File: config.mk
export PLATFORM = sky130hd
export DESIGN_NAME = alu_arbiter
export DESIGN_NICKNAME = d
export VERILOG_FILES = /design/src/rtl/alu_arbiter.sv
export SDC_FILE = /design/constraint.sdc
export NUM_CORES = 1
export LEC_CHECK = 0
export CAP_MARGIN = 20
export CORE_ASPECT_RATIO = 0.6
export CORE_MARGIN = 3
export CORE_UTILIZATION = 38
export DETAILED_ROUTE_END_ITERATION = 10
export PLACE_DENSITY = 0.9
export SLEW_MARGIN = 30
export SYNTH_ARGS = -nofsm -noshare
export SYNTH_HDL_FRONTEND = slang
export SYNTH_SLANG_ARGS = --single-unit
export TNS_END_PERCENT = 50
File: constraint.sdc
create_clock -name clk -period 2.4 [get_ports clk]
set_input_delay 0.36 -clock clk [delete_from_list [all_inputs] [get_ports clk]]
set_output_delay 0.36 -clock clk [all_outputs]
set_load 0.1 [all_outputs]
File: src/rtl/alu_arbiter.sv
// Two-requester arbiter in front of one shared combinational ALU: IDLE -> EXEC -> HOLD per operation.
// Define ALU_ARB_FIXED_PRIO_EN to make requester 0 win every tie; otherwise ties are round-robin.
module alu_arbiter #(
    parameter int DATA_W = 32
) (
    input  logic              clk,
    input  logic              rst_n,
    input  logic              req0_valid,
    output logic              req0_ready,
    input  logic [DATA_W-1:0] req0_a,
    input  logic [DATA_W-1:0] req0_b,
    input  logic [2:0]        req0_op,
    input  logic              req1_valid,
    output logic              req1_ready,
    input  logic [DATA_W-1:0] req1_a,
    input  logic [DATA_W-1:0] req1_b,
    input  logic [2:0]        req1_op,
    output logic [DATA_W-1:0] alu_a,
    output logic [DATA_W-1:0] alu_b,
    output logic [2:0]        alu_op,
    input  logic [DATA_W-1:0] alu_res,
    input  logic              alu_zero,
    output logic              rsp_valid,
    input  logic              rsp_ready,
    output logic [DATA_W-1:0] rsp_result,
    output logic              rsp_zero,
    output logic              rsp_id
);

    typedef enum logic [1:0] {
        IDLE = 2'd0,
        EXEC = 2'd1,
        HOLD = 2'd2
    } state_t;

    state_t            state_reg;
    state_t            state_next;

    logic [1:0]        req_valid;
    logic [1:0]        req_ready;
    logic              grant_fire;
    logic              grant_id;
    logic [DATA_W-1:0] sel_a;
    logic [DATA_W-1:0] sel_b;
    logic [2:0]        sel_op;

    logic [DATA_W-1:0] opa_reg;
    logic [DATA_W-1:0] opb_reg;
    logic [2:0]        opcode_reg;
    logic              opid_reg;

    logic              rsp_valid_reg;
    logic [DATA_W-1:0] rsp_result_reg;
    logic              rsp_zero_reg;
    logic              rsp_id_reg;

`ifndef ALU_ARB_FIXED_PRIO_EN
    // Holds the id of the most recent grant; resets to 1 so requester 0 wins the first tie.
    logic              last_grant_reg;
`endif

    assign req_valid = {req1_valid, req0_valid};

    // Grant selection: only IDLE can accept, and a lone requester always wins.
    always_comb begin
        grant_fire = (state_reg == IDLE) && (req_valid != 2'b00);
        grant_id   = req_valid[1];
        if (req_valid == 2'b11) begin
`ifdef ALU_ARB_FIXED_PRIO_EN
            grant_id = 1'b0;
`else
            grant_id = ~last_grant_reg;
`endif
        end
    end

    generate
        for (genvar gi = 0; gi < 2; gi++) begin : g_ready
            assign req_ready[gi] = grant_fire && (grant_id == 1'(gi));
        end
    endgenerate

    assign req0_ready = req_ready[0];
    assign req1_ready = req_ready[1];

    assign sel_a  = grant_id ? req1_a  : req0_a;
    assign sel_b  = grant_id ? req1_b  : req0_b;
    assign sel_op = grant_id ? req1_op : req0_op;

    always_comb begin
        state_next = state_reg;
        case (state_reg)
            IDLE: if (grant_fire) state_next = EXEC;
            EXEC: state_next = HOLD;
            HOLD: if (rsp_ready) state_next = IDLE;
            default: state_next = IDLE;
        endcase
    end

    always_ff @(posedge clk or negedge rst_n) begin
        if (!rst_n) begin
            state_reg <= IDLE;
        end else begin
            state_reg <= state_next;
        end
    end

    // Operand registers feed the ALU directly; requester inputs never bypass them.
    always_ff @(posedge clk or negedge rst_n) begin
        if (!rst_n) begin
            opa_reg    <= '0;
            opb_reg    <= '0;
            opcode_reg <= '0;
            opid_reg   <= 1'b0;
        end else if (grant_fire) begin
            opa_reg    <= sel_a;
            opb_reg    <= sel_b;
            opcode_reg <= sel_op;
            opid_reg   <= grant_id;
        end
    end

`ifndef ALU_ARB_FIXED_PRIO_EN
    always_ff @(posedge clk or negedge rst_n) begin
        if (!rst_n) begin
            last_grant_reg <= 1'b1;
        end else if (grant_fire) begin
            last_grant_reg <= grant_id;
        end
    end
`endif

    always_ff @(posedge clk or negedge rst_n) begin
        if (!rst_n) begin
            rsp_result_reg <= '0;
            rsp_zero_reg   <= 1'b0;
            rsp_id_reg     <= 1'b0;
        end else if (state_reg == EXEC) begin
            rsp_result_reg <= alu_res;
            rsp_zero_reg   <= alu_zero;
            rsp_id_reg     <= opid_reg;
        end
    end

    always_ff @(posedge clk or negedge rst_n) begin
        if (!rst_n) begin
            rsp_valid_reg <= 1'b0;
        end else if (state_reg == EXEC) begin
            rsp_valid_reg <= 1'b1;
        end else if ((state_reg == HOLD) && rsp_ready) begin
            rsp_valid_reg <= 1'b0;
        end
    end

    assign alu_a      = opa_reg;
    assign alu_b      = opb_reg;
    assign alu_op     = opcode_reg;
    assign rsp_valid  = rsp_valid_reg;
    assign rsp_result = rsp_result_reg;
    assign rsp_zero   = rsp_zero_reg;
    assign rsp_id     = rsp_id_reg;

endmodule

# Yosys cells after proc, flatten, opt, wreduce, memory -nomap -nowiden

Index checks and enable logic that the tools add are counted.

Memories kept: 0
Logic and storage cells: 34
Register bits: 106
Bits of input ports: 172
RAM bits: 0
Bits in latches: 0
Memory bits (read-only): 0

Bitwise gates (word level): 2
Divide/modulo/power cells: 0
$lt $le $gt $ge: 0
Reduce and logical (&&, ||, !) cells: 8
Muxes and demuxes: 9
Equality and inequality tests: 5
$mul: 0
Add/subtract/negate cells: 0
Shift operators: 0

Operator list:

| operator             | number |
|---|---|
| $mux W32             | 2 |
| $pmux W2 S3          | 1 |
| $eq A2 B2 Y1 const B | 2 |
| $logic_and A1 B1 Y1  | 4 |
| $mux W2              | 2 |
| $ne A2 B2 Y1 const B | 2 |
| $reduce_bool A2 Y1   | 2 |
| $mux W1              | 3 |
| $mux W3              | 1 |
| $eq A2 B1 Y1 const B | 1 |
| $logic_not A2 Y1     | 1 |
| $not A1 Y1           | 2 |
| $reduce_and A2 Y1    | 1 |

# Longest topological paths before layout

Gate-level depths: netlist of the first run.

Word-level depth: 4
Gate-level depth with buffers: 6
Gate-level depth less buffers: 3

# Least setup slack after synthesis of the first run

No wires, ideal clock.

Path kind: input-to-reg
Start: input port req1_valid
End: register opid_reg
Setup slack: -986 ps
Data required time: 2318 ps
Path buffers: 3
Arrival time: 3303 ps
Cell stages on the path: 6
Setup time: 82 ps
Cell sequence: a21bo_1 buf_6 buf_6 buf_6 nor3_1 o21bai_1

Cells in the longest elaborated chain, start to end: 2

Ends and longest elaborated chain:

| item                                                      | line   | source |
|---|---|---|
| start, declared                                           | 13     | `input logic req1_valid,` |
| $eq A2 B2 Y1 / $reduce_bool A2 Y1 (equally long branches) | 68, 66 |  |
| $mux W1 / $logic_and A1 B1 Y1 (equally long branches)     | 68, 66 |  |
| end signal, assigned                                      | 119    | `opid_reg <= grant_id;` |
| end, declared                                             | 50     | `logic opid_reg;` |

Several ways; a longest one is shown, not always the timed one.
A chain may end at the register's enable or synchronous reset.

# Worst setup path in the final report of the first run

Start: register state_reg[1]
End: output port req0_ready

Cells in the longest elaborated chain, start to end: 3

Ends and longest elaborated chain:

| item                   | line | source |
|---|---|---|
| start, declared        | 36   | `state_t state_reg;` |
| start signal, assigned | 104  | `state_reg <= state_next;` |
| $logic_not A2 Y1       | 66   | `grant_fire = (state_reg == IDLE) && (req_valid != 2'b00);` |
| $logic_and A1 B1 Y1    | 66   |  |
| $logic_and A1 B1 Y1    | 79   | `assign req_ready[gi] = grant_fire && (grant_id == 1'(gi));` |
| end, declared          | 9    | `output logic req0_ready,` |

No other way between the ends.

==> impl_metrics.ini, run 1 <==
[yosys]
ys_ff_latch = 106
syn_area_mm2 = 0.00481
syn_nets = 482
yosysWarnings = 0
syn_inst = 310
synth.distinct_cells = 20
synth-seq-area-share_pct = 55.1
postSynthAreaPerCell_um2 = 15.5

[route]
wl_mm = 13.8
ant_nets = 0
vias = 3619
drtIter0Drc = 83
wl_per_cell_um = 18.4
drt-pass1-iter-count = 4
via_per_inst = 4.80
drc = 0

[setup_path]
arrival_ns = 1.88
cp_max_fo = 19
end_kind = output pin
required_ns = 2.04
worstSetupPathType = flop to output pin
critPathLaunchType = flop
critPathSlowestCell = dfrtp_1
slowest_delay_ns = 0.48
crit_chain = nor2_1 > o21a_4 > and2_1 > buf_12

[global_route]
grt_antenna_before_repair = 0
grt_util_all_layers_pct = 19.5
gr-total-overflow = 0
grt_max_degree = 59
grt_pass1_vias = 4140
grt_pass1_wl_mm = 21.5

[clock_tree]
cts-buffers-inserted = 9
cts_setup_buffers = 0
cts_sinks = 106
clk_pin_slew_ns = 0.07
clock_path_buffers = 2
postCtsHoldBufs = 1
cts-htree-levels = 3
clock-root-buffer = clkbuf_16
cts_repair_resize_count = 0
cts_tree = built
clk_latency_ns = 0.34

[timing]
setup_viol = 0
post-route-period-util_pct = 93.4
worstMarginPinSlew_ns = 0.540
relSlewSlack_pct = 63.9
fmax_mhz = 446
period_needed_ns = 2.24
hold_viol_final = 0
tns_ns = 0
rsz0062_at_grt = false
fin_worst_skew_ns = 0.00751
maxSlewViolCount = 0
hold_ws_ns = 0.511

[final_layout]
postLayoutCoreUtil_pct = 64.5
num_antenna_cells = 0
syn_to_final_growth_pct = 63.8
nFillCells = 911
drive_above_1_share_pct = 51.3
final_cell_mix = clkdlybuf4s50_1 (170), mux2_2 (152), dfrtp_1 (105), buf_4 (104), mux2_4 (16)
seqCellArea_mm2 = 0.00265
layout_commonest_cell = clkdlybuf4s50_1
nets = 756
multi_input_area_mm2 = 0.00207

[die]
fp.dieW_um = 151
die_h_um = 93.2
core.rowCount = 31
start_util_pct = 39.4
dieArea_mm2 = 0.0141
ios = 276
core_mm2 = 0.0122

[job]
drv_cap = 0

[place]
dp_hpwl_mm = 10.9
gp_congestion = 0.748
numPortBuffers = 275

[worst_hold_path]
min_path_type = primary input to async pin

[outcome]
status = completed
[Yosys cell counts, drive strengths merged]
| master | count | area, µm² |
|---|---|---|
| mux2 | 168 | 1950 |
| dfrtp | 105 | 2630 |
| buf | 18 | 109 |
| a21oi | 3 | 15.0 |
| clkbuf | 2 | 7.51 |
| inv | 2 | 7.51 |
| a21bo | 1 | 10.0 |
| a31oi | 1 | 6.26 |
| and2 | 1 | 6.26 |
| dfstp | 1 | 26.3 |
| nand2 | 1 | 3.75 |
| nor2 | 1 | 3.75 |
| nor2b | 1 | 6.26 |
| nor3 | 1 | 5.00 |
| nor3b | 1 | 7.51 |
| o21a | 1 | 7.51 |
| o21bai | 1 | 7.51 |
| or2 | 1 | 6.26 |
[final timing paths]
path | cells past startpoint | end | startpoint | slack [ns]
min reg2reg | 1 | rsp_result[3] | rsp_result[3] | 0.51
min in group clk | 1 | rsp_result[3] | rsp_result[3] | 0.51
max reg2reg | 4 | alu_b[20] | state_reg[1] | 0.51
max in group asynchronous | 3 | last_grant_reg | rst_n | 1.20
min | 2 | alu_a[28] | rst_n | 0.51
max | 4 | req0_ready | state_reg[1] | 0.16
[final cells by class]
class	count	share of cell area, %
sequential	106	33.7
timing repair buffer	283	33.6
multi-input combinational	182	26.2
clock buffer	10	3.03
tap	165	2.62
clock inverter	6	0.714
inverter	2	0.0952
[cells by family after synthesis]
logic type,after synthesis,share of synthesized area (%)
buffers and inverters,22,2.57
AO/OA/AOI/OAI,7,0.962
flip-flops,106,55.1
multiplexers,168,40.5
AND/OR/NAND/NOR,7,0.806
[per-layer routing]
| metal | part of all wire [%] | GRT usage [%] |
|---|---|---|
| met5 | 0 | 0 |
| met4 | 1.1 | 4.83 |
| met3 | 11 | 7.89 |
| met2 | 52 | 35.7 |
| met1 | 36 | 20.9 |
[through the flow]
step           setup WS [ns]  instance area, µm²  instances
4_1_cts                0.140                7890        754
3_5_place_dp           0.281                7580        737
6_report               0.159                7890        754
5_1_grt               0.0367                7890        754
2_1_floorplan          0.109                4830        310
3_3_place_gp           0.315                7580        737
[worst max-delay path, delay by kind of cell (launching register included)]
kind	cells	cell delay (ns)
simple gates	2	0.48
compound gates	1	0.39
buf+inv	1	0.19
flops	1	0.48
Power of run 1 is not shown: default switching activity piles up to over one toggle a cycle in this logic, so the estimate is an artifact.
==> run 2: changes to the inputs <==
--- a/config.mk
+++ b/config.mk
@@ -5,13 +5,14 @@
 export SDC_FILE = /design/constraint.sdc
 export NUM_CORES = 1
 export LEC_CHECK = 0
+export ABC_AREA = 1
 export CAP_MARGIN = 20
 export CORE_ASPECT_RATIO = 0.6
 export CORE_MARGIN = 3
-export CORE_UTILIZATION = 38
+export CORE_UTILIZATION = 40
 export DETAILED_ROUTE_END_ITERATION = 10
-export PLACE_DENSITY = 0.9
-export SLEW_MARGIN = 30
+export PLACE_DENSITY = 0.91
+export SLEW_MARGIN = 0
 export SYNTH_ARGS = -nofsm -noshare
 export SYNTH_HDL_FRONTEND = slang
 export SYNTH_SLANG_ARGS = --single-unit
==> run 2 against run 1 <==
Compared with the run above: the flow now finishes with violations (hold timing); clock-buffer cell count fell by 1; setup slack better by 0.35 ns; synthesized cell count rose by 140%; sequential share of layout area shrank 1.6 points; global-route usage up 3.9 points; cell count increased by 55%; routed wire length grew 25%; fmax grew 18%; via count up 53%.
==> impl_metrics.ini, run 2 <==
[clock_tree]
cts_setup_buffers = 0
clk_latency_ns = 0.34
clock_path_buffers = 2
cts-htree-levels = 3
cts-buffers-inserted = 9
postCtsHoldBufs = 0
clock-root-buffer = clkbuf_16
cts_repair_resize_count = 0
cts_tree = built
clk_pin_slew_ns = 0.07
cts_sinks = 106

[timing]
hold_ws_ns = -0.00433
worstMarginPinSlew_ns = 0.603
period_needed_ns = 1.89
relSlewSlack_pct = 59.8
rsz0062_at_grt = false
maxSlewViolCount = 0
setup_viol = 0
tns_ns = 0
fmax_mhz = 528
fin_worst_skew_ns = 0.00771
post-route-period-util_pct = 78.9
hold_viol_final = 1

[outcome]
failed_checks = hold timing
status = finished, violations left

[global_route]
grt_max_degree = 70
grt_antenna_before_repair = 0
grt_util_all_layers_pct = 23.4
gr-total-overflow = 0
grt_pass1_wl_mm = 27.8
grt_pass1_vias = 5477

[yosys]
netlist_top_cells_count = nand2_1 (307), inv_1 (139), nand3_1 (135)
synth.area.top_cells = dfrtp_1 (50%), nand2_1 (22%), nand3_1 (13%)
synth.distinct_cells = 15
yosysWarnings = 0
synth_top_cell_by_area = dfrtp_1
synth_ff_type = dfrtp_1
synth_edf_count = 0
postSynthAreaPerCell_um2 = 7.14
synth_top_area_share_pct = 49.6
synth-seq-area-share_pct = 50.1
post-synth-top-count-cell = nand2_1
ys_ff_latch = 106
synthArstFlopShare_pct = 100
syn_nets = 913
syn_area_mm2 = 0.00529
syn_inst = 741

[setup_path]
required_ns = 2.04
ff2ff_setup_slack_ns = 0.91
slowest_delay_ns = 0.55
crit_chain = clkdlybuf4s50_1 > nand2_2 > nand2_2 > inv_1 > nor2_2 > buf_12
critPathLaunchType = primary input
critPathSlowestCell = clkdlybuf4s50_1
end_kind = output pin
worstSetupPathType = primary input to output pin
cp_common_cell = nand2_2
cp_max_fo = 5
arrival_ns = 1.53

[final_layout]
drive_above_1_share_pct = 14.4
nets = 1169
finish.instance_area_mm2 = 0.00827
nFillCells = 1037
layout_commonest_cell = nand2_1
fin_cells = 1167
num_antenna_cells = 0
syn_to_final_growth_pct = 56.2
final_cell_mix = nand2_1 (305), clkdlybuf4s50_1 (169), inv_1 (139), nand3_1 (135), buf_4 (111)

[die]
core.rowCount = 31
fp.dieW_um = 155
start_util_pct = 42.4
core_mm2 = 0.0125
ios = 276
dieArea_mm2 = 0.0147
die_h_um = 95.1

[route]
ant_nets = 0
wl_mm = 17.4
via_per_inst = 4.74
wl_per_cell_um = 14.9
drtIter0Drc = 352
vias = 5531
drt-pass1-iter-count = 5
drc = 0

[place]
gp_congestion = 0.869
dp_hpwl_mm = 12.7
dp.cells = 1151
numPortBuffers = 275
placed_cell_area_mm2 = 0.00794

[worst_hold_path]
min_path_type = primary input to async pin

[job]
drv_cap = 0
[run 2: cell types whose count changed in the layout (fill, tap and decap cells not counted), sizes merged, moves of 2 or more]
cell,previous run,this run
mux2,168,0
a21oi,3,0
buf,112,118
nor2,1,5
nand3,0,135
bufinv,0,2
inv,6,145
nand2,1,307
o21ai,0,4
[run 2: stage by stage]
step	util (%)	worst slack [ns]
finish	66.2	0.507
global route	66.2	0.445
CTS	66.2	0.496
detailed placement	63.5	0.492
global placement	63.5	0.540
floorplan	-	0.000943
[run 2: routing by layer]
metal | global-route usage [%] | share of wire (%)
met5 | 0 | 0
met2 | 39.5 | 48
met3 | 7.12 | 9.5
met1 | 30.1 | 41
met4 | 4.78 | 1.2
[run 2: kinds of logic (layout without fill, tap and decap cells)]
kind of cell / count (synthesis) / count (layout) / share of synthesized area [%]
AOI/OAI and AO/OA: 4 / 4 / 0.378
buffers and inverters: 184 / 445 / 14.3
DFF: 106 / 106 / 50.1
and+or+nand+nor: 447 / 447 / 35.2
[run 2: worst paths after layout]
path	startpoint	end	cells past startpoint
setup / recovery	req0_valid	req0_ready	6
hold / removal	rst_n	alu_a[22]	1
setup reg to reg	last_grant_reg	alu_b[22]	6
hold reg to reg	rsp_result[11]	rsp_result[11]	2
max in group asynchronous	rst_n	last_grant_reg	2
min in group clk	rsp_result[11]	rsp_result[11]	2
[run 2: worst max-delay path: cells and delay by family]
family / cells / cell delay [ns]
simple gates: 3 / 0.37
buf+inv: 3 / 0.80
[run 2: cell type report]
class / count / area (µm²) / share of cell area, %
tap: 165 / 206 / 2.50
timing repair buffer: 287 / 2650 / 32.1
clock buffer: 9 / 225 / 2.72
sequential: 106 / 2650 / 32.1
multi-input combinational: 451 / 1890 / 22.9
clock inverter: 7 / 108 / 1.30
inverter: 142 / 533 / 6.45
Power of run 2 is left out for the same reason.
